===== src/rtl/fetch_stage.sv =====
// Instruction fetch stage: a PC register drives instruction memory, and each
// fetched {pc, instr} pair is held in a two-entry buffer that feeds decode
// through a valid/ready handshake. A redirect flushes the buffer and reloads the
// PC. Reset is asynchronous and active-high.
//
// state | meaning
// ------+--------------------------------------------------------------
// IDLE  | no fetches issued, PC frozen; buffered entries still drain
// FETCH | one fetch per cycle while the buffer has room (or frees a slot)
module fetch_stage #(
    parameter logic [31:0] RESET_PC  = 32'h0000_1000,
    parameter int          BUF_DEPTH = 2
) (
    input  logic        clk,
    input  logic        rst,
    input  logic        fetch_en,
    output logic [31:0] imem_addr,
    input  logic [31:0] imem_rd,
    input  logic        redirect_valid,
    input  logic [31:0] redirect_pc,
    output logic        out_valid,
    input  logic        out_ready,
    output logic [31:0] out_instr,
    output logic [31:0] out_pc,
    output logic [31:0] out_pc4,
    output logic        misaligned
);

    typedef enum logic {
        IDLE  = 1'b0,
        FETCH = 1'b1
    } state_t;

    localparam logic [1:0] FULL_COUNT = BUF_DEPTH[1:0];

    state_t      state;
    state_t      state_nxt;
    logic [31:0] pc;
    logic [1:0]  count;
    logic        head;
    logic        tail;
    logic        pop;
    logic        capture;
    logic        misaligned_q;
    logic [31:0] buf_pc    [2];
    logic [31:0] buf_instr [2];

    // Handshake and capture decisions; a full buffer may still capture when
    // the head leaves in the same cycle, since the freed slot is the tail.
    always_comb begin
        pop     = (count != 2'd0) && out_ready;
        capture = (state == FETCH) && !redirect_valid &&
                  ((count != FULL_COUNT) || pop);
        tail    = head ^ count[0];
    end

    // Next-state logic for the fetch enable FSM.
    always_comb begin
        state_nxt = state;
        case (state)
            IDLE:    if (fetch_en)  state_nxt = FETCH;
            FETCH:   if (!fetch_en) state_nxt = IDLE;
            default: state_nxt = IDLE;
        endcase
    end

    // State register.
    always_ff @(posedge clk or posedge rst) begin
        if (rst) begin
            state <= IDLE;
        end else begin
            state <= state_nxt;
        end
    end

    // PC, occupancy, head pointer and sticky misalignment flag.
    always_ff @(posedge clk or posedge rst) begin
        if (rst) begin
            pc           <= RESET_PC;
            count        <= 2'd0;
            head         <= 1'b0;
            misaligned_q <= 1'b0;
        end else if (redirect_valid) begin
            pc    <= {redirect_pc[31:2], 2'b00};
            count <= 2'd0;
            head  <= 1'b0;
            if (redirect_pc[1:0] != 2'b00) begin
                misaligned_q <= 1'b1;
            end
        end else begin
            if (capture) begin
                pc <= pc + 32'd4;
            end
            if (pop) begin
                head <= ~head;
            end
            case ({capture, pop})
                2'b10:   count <= count + 2'd1;
                2'b01:   count <= count - 2'd1;
                default: count <= count;
            endcase
        end
    end

    // Buffer payload; contents are only meaningful behind a nonzero count,
    // so the storage itself needs no reset.
    always_ff @(posedge clk) begin
        if (capture) begin
            buf_pc[tail]    <= pc;
            buf_instr[tail] <= imem_rd;
        end
    end

    // Output presentation from the buffer head.
    always_comb begin
        imem_addr  = pc;
        out_valid  = (count != 2'd0);
        out_pc     = buf_pc[head];
        out_instr  = buf_instr[head];
        out_pc4    = buf_pc[head] + 32'd4;
        misaligned = misaligned_q;
    end

endmodule


===== config.mk =====
export PLATFORM = sky130hd
export DESIGN_NAME = fetch_stage
export DESIGN_NICKNAME = d
export VERILOG_FILES = /design/src/rtl/fetch_stage.sv
export SDC_FILE = /design/constraint.sdc
export NUM_CORES = 1
export LEC_CHECK = 0
export ABC_AREA = 0
export CAP_MARGIN = 20
export CORE_ASPECT_RATIO = 1.2
export CORE_MARGIN = 2
export CORE_UTILIZATION = 44
export DETAILED_ROUTE_END_ITERATION = 10
export GPL_TIMING_DRIVEN = 0
export PLACE_DENSITY = 0.77
export SLEW_MARGIN = 30
export SYNTH_ARGS = -nofsm -noshare
export SYNTH_HDL_FRONTEND = slang
export SYNTH_SLANG_ARGS = --single-unit

===== constraint.sdc =====
create_clock -name clk -period 5.7 [get_ports clk]
set_input_delay 1.14 -clock clk [delete_from_list [all_inputs] [get_ports clk]]
set_output_delay 1.14 -clock clk [all_outputs]
set_load 0.02 [all_outputs]

==> reports/results.tsv <==
metric	value	unit
diodes	0	
clock-root-buffer	clkbuf_16	
synth_area	7210	µm²
leakagePower	0.00350	µW
crit_fanout	19	
cts_setup_buffers	0	
clkSinkCount	159	
dp_cells	946	
crit_type	reg -> out	
relSlewSlack	50.2	%
min_period	5300	ps
irDropWorstVdd	0.209	mV
overflow	0	
final_cells	977	
p_seq_share	46.4	%
p_per_area	300	nW/µm²
gp_congestion	0.896	
drtIter0Drc	298	
syn2layout_area_growth	39.1	%
synth_top_family_by_area	simple AND/OR/NAND/NOR gates	
grt_max_degree	49	
synth.ff_latch_count	159	
synth.area.top_cells	edfxtp_1, dfrtp_1, mux2_2	
antenna_found_initial	0	
startpoint_type	register	
layout.nets	823	
ys_warn_count	0	
hpwl	13100	µm
ys.flop_type	edfxtp_1	
combPwrFrac	19.7	%
tritoncts	built	
intPower	2220	µW
first_pass_iters	4	
drt-total-wl	17300	µm
synthMuxAreaShare	9.95	%
via_count	5083	
routedWlPerCell	17.7	µm
initial_core_util	44.6	%
power.net_switching	789	µW
clkTransAtPathRegs	60	ps
finalMaxSlewViolations	0	
fin_worst_skew	11.1	ps
grt_use_total	20.1	%
worstPathArrival	4160	ps
cts.htree.levels	4	
async_reset_ff_share	22.0	%
hold_ws	475	ps
switching_share	26.2	%
netlist.area_leader.share	51.7	%
io_pins	199	
numCtsBuffers	17	
hold_buffers	0	
pre_cts_ws	413	ps
drcViolationCount	0	
finalHoldViolations	0	
portBuffers	191	
avgSynthCellArea	13.5	µm²
final.setup.worst_slack	398	ps
grt_pass1_vias	5122	
syn_inst	533	
synth.distinct_cells	49	
clockBufferDepth	2	
worstSkewPairLatency	420	ps
yosys.area_share.adder	0.347	%
worst_pin_slew	746	ps
run_status	completed	
grt_pass1_wl	26800	µm
hold_path.class	reg -> reg	
die_x	121	µm
maxCapViolCount	0	
layout-drive-gt1-share	15.6	%
fmax	189	MHz
vias_per_cell	5.20	
setup_viol	0	
std_cell_rows	51	
yosysSeqAreaShare	63.8	%
worst_ep_required_time	4560	ps
cp-end-kind	primary output	
power.share.clock	33.9	%
synth_top_cell_by_area	edfxtp_1	
core_area	16100	µm²
rsz0062_at_grt	false	
synthXorXnorAreaFrac	6.68	%
dieArea	17400	µm²
synth_edf_count	124	
finalCritPeriodShare	93.0	%
final.fill_count	1237	
synth_compound_area_share	4.04	%
ant_nets	0	
die_y	144	µm
yosys.area_share.simple	12.3	%
-- metrics by stage --
| stage | area (µm²) | power (µW) | util, % | TNS, ps |
|---|---|---|---|---|
| after floorplan | 7230 | 1710 | - | 0 |
| after global placement | 9410 | 2000 | 58.3 | -44260 |
| after detailed placement | 9490 | 2010 | 58.8 | 0 |
| after CTS | 10000 | 3030 | 62.1 | 0 |
| after global routing | 10000 | 3130 | 62.1 | 0 |
| final | 10000 | 3010 | 62.1 | 0 |
-- final timing paths --
check | start | endpoint | slack [ps] | cells after the start
max in group asynchronous | rst | imem_addr[13] | 4030 | 2
setup / recovery | head | out_pc4[30] | 400 | 13
setup reg to reg | head | buf_instr[0][11] | 3130 | 7
hold / removal | misaligned | misaligned | 480 | 1
min in group asynchronous | rst | imem_addr[31] | 1180 | 2
hold reg to reg | misaligned | misaligned | 480 | 1
-- timing repair --
| action | in CTS | in global routing |
|---|---|---|
| resized for setup | 1 | 1 |
| setup endpoints to repair | 4 | 8 |
| hold endpoints to repair | 0 | 0 |
-- registers in the layout (all words and copies together) (netlist names) --
register	flops
head	1
state	1
imem_addr	30
buf_pc	60
count	2
misaligned	1
buf_instr	64
-- synthesized netlist by cell type, types with 10 or more instances --
master,instances
o21ai_0,32
mux2_2,53
mux2i_1,12
nor2_1,14
inv_1,15
nand3_1,20
xnor2_1,36
nor3_1,10
xor2_1,19
buf_2,10
nand2_1,56
nor4_1,10
nand3b_1,10
dfrtp_1,34
edfxtp_1,124
-- layout make-up --
class,count,area [µm²],area share [%]
sequential,159,4600,45.9
multi-input combinational,338,2440,24.4
timing repair buffer,196,1980,19.8
clock buffer,20,437,4.35
tap,212,265,2.65
buffer,25,144,1.43
clock inverter,12,97.6,0.973
inverter,15,56.3,0.562
-- placed cells by master, fill, tap and decap left out, types with 3 or more instances in the layout --
cell type and count:
clkdlybuf4s50_1 191, edfxtp_1 124, nand2_1 56, mux2_2 53
xnor2_1 36, dfrtp_1 34, o21ai_0 32, nand3_1 20
xor2_1 19, clkbuf_16 17, inv_1 14, nor2_1 14
mux2i_1 12, clkbuf_1 11, nor4_1 10, nand3b_1 10
nor3_1 9, nand4_1 8, buf_4 8, buf_2 7
clkinv_2 7, conb_1 6, and4_1 5, buf_6 5
nor4b_1 4, or3_1 4, nor3b_1 4, and3_1 3
-- layer usage --
layer  global-route usage [%]  vias up  routed length, µm
li1                         -     2391                  -
met1                     23.6     2477               6840
met2                     35.5      182               9050
met3                     4.18       33                926
met4                     8.57        0                463
met5                        0        -                  0
-- power by group through the flow --
stage	Combinational (µW)	Clock [µW]	Sequential (µW)
after global placement	575	0	1420
after global routing	629	1090	1410
final	592	1020	1400
after floorplan	284	0	1430
after CTS	598	1040	1400
after detailed placement	594	0	1420
-- worst max-delay path: stages (launching register included) --
cell,delay (ps)
dfrtp_1,440
buf_6,180
buf_4,270
clkbuf_4,290
buf_4,250
mux2i_1,150
inv_1,100
ha_1,240
a21bo_2,290
or3_1,300
buf_2,180
nor4b_2,250
xor2_1,170
clkdlybuf4s50_1,620
-- kinds of logic (layout without fill, tap and decap cells) --
group	after synthesis	in the layout
AOI/OAI and AO/OA	48	48
xor gates and xnor gates	55	55
adders and majority gates	2	2
buffers and inverters	41	268
DFF	159	159
muxes	65	65
other	1	6
and+or+nand+nor	162	162
No activity file was read; power rests on OpenSTA's default activity.
